$ cat src/rtl/mem_wb_stage_pkg.sv
// rtl/mem_wb_stage_pkg.sv - shared types, widths and helpers for the MEM/WB stage
package mem_stage_pkg;

    localparam int DATA_W = 32;
    localparam int REG_W  = 5;
    localparam int CNT_W  = 4;

    typedef enum logic {
        IDLE = 1'b0,
        WAIT = 1'b1
    } state_t;

    // Number of word-index bits needed to address a memory of the given depth.
    function automatic int idx_width(input int depth);
        return (depth > 1) ? $clog2(depth) : 1;
    endfunction

endpackage

$ cat src/rtl/mem_wb_stage_data_mem.sv
// rtl/mem_wb_stage_data_mem.sv - word-addressed data memory, sync write / comb read
module data_mem
    import mem_stage_pkg::*;
#(
    parameter int DEPTH = 64,
    parameter int IDX_W = 6
) (
    input  logic              clk,
    input  logic              we,
    input  logic [IDX_W-1:0]  idx,
    input  logic [DATA_W-1:0] wdata,
    output logic [DATA_W-1:0] rdata
);

    logic [DATA_W-1:0] r_mem [DEPTH];

    // Contents are deliberately not reset; a write lands on the rising edge.
    always_ff @(posedge clk) begin
        if (we) begin
            r_mem[idx] <= wdata;
        end
    end

    // Read is combinational, so a load sees the value from before a same-edge write.
    assign rdata = r_mem[idx];

endmodule

$ cat src/rtl/mem_wb_stage.sv
// rtl/mem_wb_stage.sv - MEM stage plus MEM/WB register; MEM_STATS_EN adds load/store counters
module mem_wb_stage
    import mem_stage_pkg::*;
#(
    parameter int MEM_DEPTH   = 64,
    parameter int MEM_LATENCY = 2
) (
    input  logic              clk,
    input  logic              rst_n,
    input  logic              RegWrite,
    input  logic              MemWrite,
    input  logic              MemRead,
    input  logic              MemToReg,
    input  logic [DATA_W-1:0] ALUresult,
    input  logic [DATA_W-1:0] RtData,
    input  logic [REG_W-1:0]  RdAddr,
    output logic              stall,
    output logic              RegWrite_out,
    output logic              MemToReg_out,
    output logic [DATA_W-1:0] ReadData_out,
    output logic [DATA_W-1:0] ALUresult_out,
    output logic [REG_W-1:0]  RdAddr_out
`ifdef MEM_STATS_EN
    ,
    output logic [31:0]       load_count,
    output logic [31:0]       store_count
`endif
);

    localparam int             IDX_W  = idx_width(MEM_DEPTH);
    localparam bit             LAT_NZ = (MEM_LATENCY != 0);
    localparam logic [CNT_W-1:0] LAT_M1 = CNT_W'(LAT_NZ ? MEM_LATENCY - 1 : 0);

    state_t             r_state;
    state_t             w_state_nxt;
    logic [CNT_W-1:0]   r_cnt;
    logic [CNT_W-1:0]   w_cnt_nxt;
    logic               w_memop;
    logic               w_complete;
    logic               w_stall;
    logic               w_is_load;
    logic               w_we;
    logic [IDX_W-1:0]   w_idx;
    logic [DATA_W-1:0]  w_rdata;

    assign w_memop   = MemRead | MemWrite;
    // A both-high op is a store; only a pure read counts as a load.
    assign w_is_load = MemRead & ~MemWrite;
    // Upper address bits are dropped so accesses wrap modulo the depth.
    assign w_idx     = ALUresult[IDX_W+1:2];
    // Gate with reset so an op held upstream cannot write while reset is asserted.
    assign w_we      = w_complete & MemWrite & rst_n;
    assign stall     = w_stall;

    data_mem #(
        .DEPTH (MEM_DEPTH),
        .IDX_W (IDX_W)
    ) u_data_mem (
        .clk   (clk),
        .we    (w_we),
        .idx   (w_idx),
        .wdata (RtData),
        .rdata (w_rdata)
    );

    // FSM state and latency counter registers.
    always_ff @(posedge clk or negedge rst_n) begin
        if (!rst_n) begin
            r_state <= IDLE;
            r_cnt   <= '0;
        end else begin
            r_state <= w_state_nxt;
            r_cnt   <= w_cnt_nxt;
        end
    end

    // Next-state logic: a memory op waits MEM_LATENCY stalled cycles, then completes.
    always_comb begin
        w_state_nxt = r_state;
        w_cnt_nxt   = r_cnt;
        w_complete  = 1'b0;
        w_stall     = 1'b0;
        case (r_state)
            IDLE: begin
                if (w_memop && LAT_NZ) begin
                    w_state_nxt = WAIT;
                    w_cnt_nxt   = LAT_M1;
                    w_stall     = 1'b1;
                end else begin
                    w_complete  = 1'b1;
                end
            end
            WAIT: begin
                if (r_cnt == '0) begin
                    w_complete  = 1'b1;
                    w_state_nxt = IDLE;
                end else begin
                    w_cnt_nxt   = r_cnt - 1'b1;
                    w_stall     = 1'b1;
                end
            end
            default: begin
                w_state_nxt = IDLE;
            end
        endcase
    end

    // MEM/WB register: capture the instruction on completion, otherwise insert a bubble.
    always_ff @(posedge clk or negedge rst_n) begin
        if (!rst_n) begin
            RegWrite_out  <= 1'b0;
            MemToReg_out  <= 1'b0;
            ReadData_out  <= '0;
            ALUresult_out <= '0;
            RdAddr_out    <= '0;
        end else if (w_complete) begin
            RegWrite_out  <= RegWrite;
            MemToReg_out  <= MemToReg;
            ReadData_out  <= w_is_load ? w_rdata : '0;
            ALUresult_out <= ALUresult;
            RdAddr_out    <= RdAddr;
        end else begin
            RegWrite_out  <= 1'b0;
            MemToReg_out  <= 1'b0;
        end
    end

`ifdef MEM_STATS_EN
    logic [31:0] r_load_count;
    logic [31:0] r_store_count;

    // Saturating counters of completed loads and stores.
    always_ff @(posedge clk or negedge rst_n) begin
        if (!rst_n) begin
            r_load_count  <= '0;
            r_store_count <= '0;
        end else if (w_complete) begin
            if (MemWrite && (r_store_count != 32'hFFFF_FFFF)) begin
                r_store_count <= r_store_count + 32'd1;
            end
            if (w_is_load && (r_load_count != 32'hFFFF_FFFF)) begin
                r_load_count <= r_load_count + 32'd1;
            end
        end
    end

    assign load_count  = r_load_count;
    assign store_count = r_store_count;
`endif

endmodule

$ cat config.mk
export PLATFORM = sky130hd
export DESIGN_NAME = mem_wb_stage
export DESIGN_NICKNAME = d
export VERILOG_FILES = /design/src/rtl/mem_wb_stage_pkg.sv /design/src/rtl/mem_wb_stage_data_mem.sv /design/src/rtl/mem_wb_stage.sv
export SDC_FILE = /design/constraint.sdc
export NUM_CORES = 2
export LEC_CHECK = 0
export ABC_AREA = 1
export CAP_MARGIN = 20
export CELL_PAD_IN_SITES_DETAIL_PLACEMENT = 2
export CELL_PAD_IN_SITES_GLOBAL_PLACEMENT = 2
export CORE_MARGIN = 1.5
export CORE_UTILIZATION = 42
export DETAILED_ROUTE_END_ITERATION = 10
export PLACE_DENSITY = 0.78
export SLEW_MARGIN = 0
export SYNTH_ARGS = -nofsm -noshare
export SYNTH_HDL_FRONTEND = slang
export SYNTH_SLANG_ARGS = --single-unit
$ cat constraint.sdc
create_clock -name clk -period 3.85 [get_ports clk]
set_input_delay 0.77 -clock clk [delete_from_list [all_inputs] [get_ports clk]]
set_output_delay 0.77 -clock clk [all_outputs]
set_load 0.05 [all_outputs]
==> impl_metrics.toml <==
[status]
status = "completed"

[critical_path]
critPathMostFrequentCell = "buf_4"
start_kind = "flip-flop"
crit_arrival_ns = 2.74
cp_max_fo = 27
cp.required_ns = 3.08
crit_type = "reg2out"
path_cells = "inv_1 > ha_1 > a31oi_1 > nor2_2 > clkinv_2 > buf_4 > buf_4"
slowest_delay_ns = 0.43
crit_slowest_cell = "a31oi_1"
end_kind = "output port"

[cts]
cts_num_sinks = 2124
clockBufferDepth = 3
clk_root_buffer_cell = "clkbuf_16"
insertion_delay_ns = 0.93
htree_levels = 4
cts_tree = "built"
cts_buffers = 227
cts_setup_buffers = 0
cts.clk_slew.worst_paths_ns = 0.06

[cells_and_area]
fillers = 21500
drive_above_1_share_pct = 10.4
fin_util_pct = 49.8
design_area_sq_um = 107000
final_common_cell = "nand2_1"
most-common-layout-cells = "2759 x nand2_1, 2048 x edfxtp_1, 1874 x inv_1"
nets = 9272
area_growth_pct = 17.8

[yosys]
synthCells = 8753
seq_area_frac_synth_pct = 69.9
yosysUniqueCellTypes = 25
yosysWarnings = 0
ys_ff_latch = 2124
synthesis.nets = 8830
syn_avg_cell_area_sq_um = 10.4
netlist_area_sq_um = 90800

[power]
powerDensity_nw_per_um2 = 503
comb_power_share_pct = 11.5
p_seq_share_pct = 48.6
net-switching-power_w = 0.0149
p_leak_nw = 46.7
p_sw_share_pct = 27.7
p_clk_share_pct = 40.0
vdd_drop_max_mv = 0.524
p_int_w = 0.0389

[floorplan]
placementRows = 170
dieArea_sq_um = 219000
pin_count = 147
start_util_pct = 42.3
fp.dieW_microns = 468
die_y_microns = 468
core_area_sq_um = 215000

[run]
maxCapViolations = 0

[drt]
vias = 68000
ant_nets = 0
drtIter0Drc = 7050
drc = 0
routed_via_density = 5.56
drt-pass1-iter-count = 6
wl_per_cell_microns = 30.5
wl_microns = 373000

[global_route]
grt_pass1_wl_microns = 533000
use_met1_pct = 41.5
antenna_found_initial = 26
grt_pass1_vias = 75700
grt_overflow = 0
use_met2_pct = 58.9
use_met3_pct = 4.75
top_usage_layer = "met2"
grt_start_max_net_pins = 74
grt_usage_pct = 33.8

[timing]
timing.final.crit_share_pct = 91.2
setup_viol = 0
fmax_ghz = 0.285
period_needed_ns = 3.51
whs_ns = 0.213
slew_violations = 0
skew_ns = 0.0495
max-slew-margin-rel_pct = 16.4
setup_tns_ns = 0
finalHoldViolations = 0
rsz0062_at_grt = "false"
worst_pin_slew_ns = 1.25

[placement]
place_congestion = 0.841
placed_cell_area_sq_um = 99800
numPortBuffers = 146
hpwl_microns = 227000

[worst_hold_path]
hold_class = "in2reg"
## per-stage QoR
stage / std cells / setup WS, ns / power (W)
after floorplan: 8753 / 0.357 / 0.0294
after global placement: 11800 / -0.0861 / 0.0323
after detailed placement: 11800 / -0.164 / 0.0326
after CTS: 12200 / 0.221 / 0.0540
after global routing: 12200 / 0.149 / 0.0550
final: 12200 / 0.339 / 0.0538
## path summary, 6_finish.rpt
path                                   startpoint                      end  slack [ns]  cells past startpoint
worst min-delay path                    RtData[9]   u_data_mem.r_mem[3][9]        0.21                      1
worst min register to register  ALUresult_out[13]        ALUresult_out[13]        0.48                      2
max in group asynchronous                   rst_n         ALUresult_out[7]        1.94                      4
min in group asynchronous                   rst_n            RdAddr_out[0]        0.52                      3
worst max register to register           r_cnt[0]  u_data_mem.r_mem[13][7]        1.03                     11
worst max-delay path                     r_cnt[0]                    stall        0.34                      7
## sequential cells by signal (all words and copies together) (netlist names)
| signal | flops |
|---|---|
| ReadData_out | 32 |
| ALUresult_out | 32 |
| r_cnt | 4 |
| RdAddr_out | 5 |
| u_data_mem.r_mem | 2048 |
| r_state | 1 |
| RegWrite_out | 1 |
| MemToReg_out | 1 |
## per-layer routing
| layer | vias up | share of wire (%) | routed length (microns) |
|---|---|---|---|
| met5 | - | 0.013 | 49 |
| met4 | 8 | 4.7 | 17500 |
| met3 | 763 | 6.0 | 22400 |
| met2 | 2697 | 51 | 189000 |
| met1 | 36000 | 39 | 145000 |
| li1 | 28600 | - | - |
## logic make-up (layout without fill, tap and decap cells)
family / count (synthesis) / in the layout / synth area share (%)
buf+inv: 2256 / 2883 / 9.81
flops: 2124 / 2124 / 69.9
other cells: 0 / 10 / 0
xor+xnor: 1 / 1 / 0.00965
simple gates: 4073 / 4073 / 18.6
compound gates: 297 / 297 / 1.73
fa+ha+maj: 2 / 2 / 0.0276
## Yosys cell counts (all sizes together)
cell    number  area share [%]
dfrtp       76             2.1
ha           2           0.028
buf        316             1.8
or2        128            0.88
edfxtp    2048              68
nand2     2760              11
o22ai        1          0.0069
nor2       207            0.88
o21ai      263             1.5
nand3      968             5.3
o211ai      32            0.26
nor3        10           0.055
a31oi        1          0.0069
xor2         1          0.0097
clkbuf      61            0.25
inv       1879             7.8
## power by group through the flow
stage / sequential (W) / clock (W) / combinational, W
floorplan: 0.0276 / 0 / 0.00187
global placement: 0.0266 / 0 / 0.00573
detailed placement: 0.0266 / 0 / 0.00599
CTS: 0.0261 / 0.0217 / 0.00614
global route: 0.0261 / 0.0224 / 0.00646
finish: 0.0261 / 0.0215 / 0.00618
## repair_timing
action | in CTS | in global routing
gates resized for setup | 0 | 0
hold buffers | 1 | 0
hold endpoints to repair | 38 | 0
## cell type report
| class | instances | area [sq um] | area share [%] |
|---|---|---|---|
| clock buffer | 307 | 6090 | 5.70 |
| clock inverter | 107 | 846 | 0.791 |
| timing repair buffer | 590 | 6950 | 6.50 |
| inverter | 1879 | 7070 | 6.61 |
| tap | 2838 | 3550 | 3.32 |
| antenna | 10 | 25.0 | 0.0234 |
| sequential | 2124 | 63400 | 59.3 |
| multi-input combinational | 4373 | 19000 | 17.8 |
## critical path: cells and delay by family, from the launching register on
kind / cells / cell delay, ns
buf+inv: 4 / 0.77
fa+ha+maj: 1 / 0.20
compound gates: 1 / 0.43
flops: 1 / 0.36
simple gates: 1 / 0.09
(Power assumes the default switching activity.)
